$ cat src/rtl/serial_adder_pkg.sv
`default_nettype none
// ============================================================================
//  Module      : serial_adder_pkg
//  Description : Shared definitions for the bit-serial adder: controller
//                state encoding, the state type and the counter-width
//                helper.
//  Ports       : none (package)
//  Revision    : 1.0 - initial release
// ============================================================================
package serial_adder_pkg;

   // Controller state encoding
   localparam logic [1:0] ST_IDLE = 2'd0;
   localparam logic [1:0] ST_RUN  = 2'd1;
   localparam logic [1:0] ST_DONE = 2'd2;

   typedef enum logic [1:0] {
      S_IDLE = ST_IDLE,
      S_RUN  = ST_RUN,
      S_DONE = ST_DONE
   } state_e;

   // The bit counter must be able to hold the value WIDTH itself,
   // so that it never wraps within an operation.
   function automatic int cnt_width(input int width);
      return $clog2(width + 1);
   endfunction

endpackage : serial_adder_pkg
`default_nettype wire

$ cat src/rtl/serial_fa_bit.sv
`default_nettype none
// ============================================================================
//  Module      : serial_fa_bit
//  Description : Combinational one-bit full adder, the single arithmetic
//                slice shared by every bit position of the serial adder.
//  Ports       : a, b  - addend bits
//                cin   - carry in
//                s     - sum bit
//                cout  - carry out
//  Revision    : 1.0 - initial release
// ============================================================================
module serial_fa_bit (
   input  logic a,
   input  logic b,
   input  logic cin,
   output logic s,
   output logic cout
);

   logic half_d;

   assign half_d = a ^ b;
   assign s      = half_d ^ cin;
   assign cout   = (a & b) | (cin & half_d);

endmodule : serial_fa_bit
`default_nettype wire

$ cat src/rtl/serial_adder.sv
`default_nettype none
// ============================================================================
//  Module      : serial_adder
//  Description : Bit-serial adder. Adds two WIDTH-bit operands LSB-first,
//                one bit per clock, through a single full-adder slice and a
//                carry flop. Start/busy/done handshake; the result holds
//                until the next completion.
//  Ports       : clk, rst_n         - clock, async active-low reset
//                start              - begin an addition (IDLE or DONE only)
//                a, b, carryin      - operands, captured on accepted start
//                busy               - addition in progress
//                done               - one-cycle pulse when result valid
//                sum                - WIDTH-bit result
//                carryout, overflow - unsigned carry, signed overflow
//  Revision    : 1.0 - initial release
// ============================================================================
module serial_adder
   import serial_adder_pkg::*;
#(
   parameter int WIDTH = 8
) (
   input  logic             clk,
   input  logic             rst_n,
   input  logic             start,
   input  logic [WIDTH-1:0] a,
   input  logic [WIDTH-1:0] b,
   input  logic             carryin,
   output logic             busy,
   output logic             done,
   output logic [WIDTH-1:0] sum,
   output logic             carryout,
   output logic             overflow
);

   localparam int            CW       = cnt_width(WIDTH);
   localparam logic [CW-1:0] CNT_LAST = CW'(WIDTH - 1);

   state_e           state_q;
   logic [WIDTH-1:0] sha_q;
   logic [WIDTH-1:0] shb_q;
   logic [WIDTH-1:0] shs_q;
   logic [WIDTH-1:0] shs_d;
   logic [WIDTH-1:0] sum_q;
   logic [CW-1:0]    cnt_q;
   logic [CW-1:0]    cnt_d;
   logic             c_q;
   logic             carry_q;
   logic             ovf_q;
   logic             busy_q;
   logic             done_q;
   logic             fa_s;
   logic             fa_cout;

   serial_fa_bit u_fa (
      .a    (sha_q[0]),
      .b    (shb_q[0]),
      .cin  (c_q),
      .s    (fa_s),
      .cout (fa_cout)
   );

   // New sum bit enters at the MSB; after WIDTH shifts the register holds
   // the complete result. Written with shifts so WIDTH=1 needs no slicing.
   assign shs_d = (shs_q >> 1) | (WIDTH'(fa_s) << (WIDTH - 1));
   assign cnt_d = cnt_q + CW'(1);

   always_ff @(posedge clk or negedge rst_n) begin
      if (!rst_n) begin
         state_q <= S_IDLE;
         sha_q   <= '0;
         shb_q   <= '0;
         shs_q   <= '0;
         sum_q   <= '0;
         cnt_q   <= '0;
         c_q     <= 1'b0;
         carry_q <= 1'b0;
         ovf_q   <= 1'b0;
         busy_q  <= 1'b0;
         done_q  <= 1'b0;
      end else begin
         done_q <= 1'b0;
         case (state_q)
            S_IDLE, S_DONE: begin
               if (start) begin
                  sha_q   <= a;
                  shb_q   <= b;
                  shs_q   <= '0;
                  c_q     <= carryin;
                  cnt_q   <= '0;
                  busy_q  <= 1'b1;
                  state_q <= S_RUN;
               end else begin
                  state_q <= S_IDLE;
               end
            end
            S_RUN: begin
               sha_q <= sha_q >> 1;
               shb_q <= shb_q >> 1;
               shs_q <= shs_d;
               c_q   <= fa_cout;
               cnt_q <= cnt_d;
               if (cnt_q == CNT_LAST) begin
                  // This edge processes the MSB: c_q is the carry into the
                  // MSB slice, fa_cout the carry out of it.
                  sum_q   <= shs_d;
                  carry_q <= fa_cout;
                  ovf_q   <= c_q ^ fa_cout;
                  busy_q  <= 1'b0;
                  done_q  <= 1'b1;
                  state_q <= S_DONE;
               end
            end
            default: begin
               busy_q  <= 1'b0;
               state_q <= S_IDLE;
            end
         endcase
      end
   end

   assign busy     = busy_q;
   assign done     = done_q;
   assign sum      = sum_q;
   assign carryout = carry_q;
   assign overflow = ovf_q;

endmodule : serial_adder
`default_nettype wire

$ cat config.mk
export PLATFORM = sky130hd
export DESIGN_NAME = serial_adder
export DESIGN_NICKNAME = d
export VERILOG_FILES = /design/src/rtl/serial_adder_pkg.sv /design/src/rtl/serial_fa_bit.sv /design/src/rtl/serial_adder.sv
export SDC_FILE = /design/constraint.sdc
export NUM_CORES = 1
export LEC_CHECK = 0
export CAP_MARGIN = 0
export CORE_ASPECT_RATIO = 2
export CORE_UTILIZATION = 35
export DETAILED_ROUTE_END_ITERATION = 6
export GPL_TIMING_DRIVEN = 1
export SKIP_CTS_REPAIR_TIMING = 1
export SLEW_MARGIN = 20
export SYNTH_ARGS = -nofsm -noshare
export SYNTH_HDL_FRONTEND = slang
export SYNTH_SLANG_ARGS = --single-unit
$ cat constraint.sdc
create_clock -name clk -period 4.2 [get_ports clk]
set_clock_uncertainty 0.1 [all_clocks]
set_input_delay 0.63 -clock clk [delete_from_list [all_inputs] [get_ports clk]]
set_output_delay 0.63 -clock clk [all_outputs]
set_load 0.01 [all_outputs]
### Word-level counts from Yosys, hierarchy flattened

Cells that the tools add are included.

| word-level totals | value |
|---|---|
| output and inout port bits | 12 |
| input bits | 20 |
| register bits after elaboration | 43 |
| word-level logic and storage cells | 48 |

| cells by class | value |
|---|---|
| reduce and logical (&&, ||, !) cells | 6 |
| $add $sub $neg | 1 |
| equality and inequality tests | 5 |
| bitwise logic cells | 7 |
| multiplexer cells | 18 |

Operators by type and width:

| cell | count |
|---|---|
| case mux 8 bit (2 select lines) | 3 |
| 2-to-1 mux 8 bit | 3 |
| bitwise OR 7 x 8 -> 8 bit | 1 |
| case mux 4 bit (2 select lines) | 1 |
| 2-to-1 mux 1 bit | 6 |
| AND reduction 2 bit | 3 |
| adder 4 x 1 -> 4 bit, second input constant | 1 |
| == test 4 x 3 -> 1 bit, second input constant | 1 |
| 2-to-1 mux 4 bit | 1 |
| inequality test 2 bit, second input constant | 2 |
| case mux 1 bit (2 select lines) | 2 |
| case mux 2 bit (2 select lines) | 1 |
| bitwise XOR 1 bit | 3 |
| bitwise AND 1 bit | 2 |
| == test 2 x 1 -> 1 bit, second input constant | 1 |
| == test 2 bit, second input constant | 1 |
| logical NOT 2 bit | 1 |
| 2-to-1 mux 2 bit | 1 |
| nonzero test 2 bit | 1 |
| OR reduction 2 bit | 1 |
| bitwise OR 1 bit | 1 |

### Longest topological paths before layout

| depth | value |
|---|---|
| depth after elaboration | 4 |
| gate-level depth with buffers | 5 |
| depth with buffers taken out | 4 |

### By module

From an unflattened synthesis, not the netlist that was laid out.

| second synthesis, totals | value |
|---|---|
| cells, all modules | 122 |
| area, all modules | 1801.7 um^2 |

Modules (own cells, without submodules):

| module | seq. area each (um^2) | area each (um^2) | cells each | times used |
|---|---|---|---|---|
| serial_adder | 1051.0 | 1781.7 | 121 | 1 |
| serial_fa_bit | 0.0 | 20.0 | 1 | 1 |

### Least setup slack after synthesis

Ideal clock, no wire load.

| path | value |
|---|---|
| path type | register -> register |
| start point | reg cnt_q[0] |
| end point | reg carry_q, in the netlist carryout |
| buffers on the path | 1 |
| stages on the path, launching flop included | 6 |
| slack | 2615 ps |
| library setup time | 125 ps |
| data arrival time | 1360 ps |
| path through | dfrtp_1 -> ha_1 -> nand3b_4 -> nor3b_4 -> buf_6 -> mux2_4 |

| on the way | value |
|---|---|
| longest elaborated chain between the ends | 2 |

RTL lines:

| what | line | source |
|---|---|---|
| start, declared | serial_adder.sv:44 | `logic [CW-1:0] cnt_q;` |
| start signal, assigned | serial_adder.sv:101 | `cnt_q <= cnt_d;` |
| == test 4 x 3 -> 1 bit | serial_adder.sv:102 | `if (cnt_q == CNT_LAST) begin` |
| AND reduction 2 bit (no source line) | n/a |  |
| end signal, assigned | serial_adder.sv:106 | `carry_q <= fa_cout;` |
| end, declared | serial_adder.sv:47 | `logic carry_q;` |

Every way passes these cells.
A chain may end at the register's enable or synchronous reset.

### Worst setup path in the final report

| path | value |
|---|---|
| start point | reg cnt_q[0] |
| end point | reg sum_q[0], in the netlist sum[0] |

| on the way | value |
|---|---|
| longest elaborated chain between the ends | 2 |

RTL lines:

| what | line | source |
|---|---|---|
| == test 4 x 3 -> 1 bit | serial_adder.sv:102 |  |
| AND reduction 2 bit (no source line) | n/a |  |
| end signal, assigned | serial_adder.sv:105 | `sum_q <= shs_d;` |
| end, declared | serial_adder.sv:43 | `logic [WIDTH-1:0] sum_q;` |

Every way passes these cells.

==> impl_metrics.env <==
export IMPL_antenna_found_initial=0
export IMPL_crit_required_ns=4.27
export IMPL_synth_edf_count=0
export IMPL_io_buffers=31
export IMPL_status="finished, final reports clean"
export IMPL_tritoncts="built"
export IMPL_fin_hold_ws_ns=0.365
export IMPL_yosys_warnings=0
export IMPL_synth_largest_area_cell="dfrtp_1"
export IMPL_yosysMostFrequentCell="dfrtp_1"
export IMPL_layout_cells_non_filler=208
export IMPL_slew_headroom=0.384
export IMPL_crit_chain="ha_1 > nand3b_4 > nor3b_4 > mux2_1"
export IMPL_timing_fmax_mhz=503
export IMPL_fillers=452
export IMPL_core_area_mm2=0.00491
export IMPL_max_slew_worst_pin_slew_ns=0.925
export IMPL_grt_max_degree=43
export IMPL_syn_area_per_cell_um2=15.0
export IMPL_timing_final_crit_share=0.474
export IMPL_htreeDepth=2
export IMPL_grt_use_total=0.138
export IMPL_cp_slowest_cell="nor3b_4"
export IMPL_yosysUniqueCellTypes=25
export IMPL_setup_viol=0
export IMPL_crit_path_start_kind="register"
export IMPL_dieArea_mm2=0.00543
export IMPL_fin_crit_ns=1.99
export IMPL_synthCells=120
export IMPL_placed_cells=201
export IMPL_reg2reg_slack_ns=2.21
export IMPL_synth_area_mm2=0.00179
export IMPL_insertion_delay_ns=0.29
export IMPL_clk_pin_slew_worst_paths_ns=0.07
export IMPL_hold_viol=0
export IMPL_clock_power_share=0.149
export IMPL_ir_drop_uv=339
export IMPL_dieHeight_um=103
export IMPL_ys_seq_area_frac=0.586
export IMPL_synth_ff_type="dfrtp_1"
export IMPL_cellLeakagePower_nw=1.09
export IMPL_async_flop_share=1.00
export IMPL_grt_pass1_wl_um=5460
export IMPL_max_cap_violations=0
export IMPL_power_density_mw_per_mm2=733
export IMPL_hold_class="primary input to asynchronous set/reset pin"
export IMPL_drc=0
export IMPL_dp_slack_ns=2.05
export IMPL_reg2reg_depth=4
export IMPL_routedWlPerCell_um=15.1
export IMPL_cts_num_sinks=42
export IMPL_nNetsFinal=173
export IMPL_num_rows=36
export IMPL_synth_common_cells="42 x dfrtp_1, 26 x a22o_1, 16 x a21o_1"
export IMPL_grt_pass1_vias=1197
export IMPL_crit_path_end_kind="register"
export IMPL_cp_data_arrival_time_ns=2.06
export IMPL_switchingPower_mw=0.519
export IMPL_via_count=1101
export IMPL_start_util=0.365
export IMPL_io_pins=32
export IMPL_post_dp_hpwl_um=2180
export IMPL_dr_pass1_iters=4
export IMPL_setup_slack_ns=2.21
export IMPL_yosys_top_cells_area="dfrtp_1 59%, a22o_1 13%, mux2_4 7.5%"
export IMPL_rsz0062_at_grt="no"
export IMPL_drive_above_1_share=0.152
export IMPL_ant_nets=0
export IMPL_slew_violations=0
export IMPL_fin_tns_setup_ns=0
export IMPL_grt_ovfl_total=0
export IMPL_worst_path_largest_cell_delay_ns=0.63
export IMPL_critPathMaxFanout=11
export IMPL_p_int_mw=1.09
export IMPL_diodes=0
export IMPL_drt_iter0_drc=13
export IMPL_r2r_start="cnt_q[0]$_DFFE_PN0P_"
export IMPL_p_comb_frac=0.419
export IMPL_r2r_end="sum[0]$_DFFE_PN0P_"
export IMPL_synth_top_area_frac=0.586
export IMPL_die_w_um=52.6
export IMPL_syn_num_nets=142
export IMPL_path_class="register to register"
export IMPL_wl_um=3140
export IMPL_clockRootBuffer="clkbuf_8"
export IMPL_ys_ff_latch=42
export IMPL_place_congestion=0.662
export IMPL_area_growth_syn_to_layout_pct=22.7
export IMPL_cts_made_buffers=5
export IMPL_seq_power_share=0.432
export IMPL_switching_share=0.322
export IMPL_cts_buffer_depth=2
export IMPL_routed_via_density=5.29
flip-flops by register name (all words and copies together) (netlist names):
signal and cells:
sha_q 8, c_q 1, shs_q 7, done 1, overflow 1, sum 8
carryout 1, shb_q 8, cnt_q 4, state_q 2, busy 1
power groups by stage:
stage          registers [mW]  logic [mW]  clock network [mW]
3_5_place_dp            0.704       0.688                   0
3_3_place_gp            0.696       0.661                   0
5_1_grt                 0.719       0.740               0.268
2_1_floorplan           0.698       0.497                   0
6_report                0.696       0.676               0.240
4_1_cts                 0.698       0.689               0.253
how the worst max path moves through the flow:
stage,start,endpoint,slack (ns),depth (start not counted)
floorplan,cnt_q[0]$_DFFE_PN0P_,carryout$_DFFE_PN0P_,2.62,5
global placement,start,cnt_q[0]$_DFFE_PN0P_,2.11,4
detailed placement,start,cnt_q[0]$_DFFE_PN0P_,2.05,4
CTS,cnt_q[0]$_DFFE_PN0P_,sum[0]$_DFFE_PN0P_,2.17,4
global route,cnt_q[0]$_DFFE_PN0P_,sum[0]$_DFFE_PN0P_,2.11,4
finish,cnt_q[0]$_DFFE_PN0P_,sum[0]$_DFFE_PN0P_,2.21,4
layout make-up:
class / count / area (µm²) / area share
Multi-Input combinational cell: 70 / 689 / 0.313
Clock buffer: 7 / 76.3 / 0.0347
Tap cell: 57 / 71.3 / 0.0324
Sequential cell: 42 / 1050 / 0.478
Timing Repair Buffer: 32 / 313 / 0.142
stage by stage:
stage	power [mW]	util	instance area, µm²
after global placement	1.36	0.433	2120
final	1.61	0.448	2200
after global routing	1.73	0.448	2200
after detailed placement	1.39	0.433	2120
after floorplan	1.19	-	1790
after CTS	1.64	0.448	2200
cells by family (layout without fill, tap and decap cells):
logic type	Yosys count	count (layout)	share of synthesized area
flops	42	42	0.586
xor+xnor	1	1	0.00488
compound gates	43	43	0.197
fa+ha+maj	2	2	0.0181
simple gates	11	11	0.0656
buf+inv	8	39	0.0300
mux	13	13	0.0990
cell usage in the layout (no fill, tap or decap), drive strengths merged, types with 2 or more instances in the layout:
cell and n:
dfrtp 42, buf 2, mux2i 2, nor3b 2, nand3b 2, a22o 26
and2b 2, clkbuf 7, clkdlybuf4s50 30, nor2 2, a21o 16, mux2 11
worst max-delay path: cells and delay by family, from the launching register on:
family / cells / cell delay [ns]
and+or+nand+nor: 2 / 0.75
DFF: 1 / 0.39
muxes: 1 / 0.38
adders and majority gates: 1 / 0.25
metal layers:
layer  up-vias  share of wire  global-route usage
li1        506              -                   -
met1       563           0.39               0.147
met2        26           0.55               0.248
met3         6          0.033              0.0307
met4         0          0.023              0.0668
met5         -              0                   0
(Power assumes the default switching activity.)
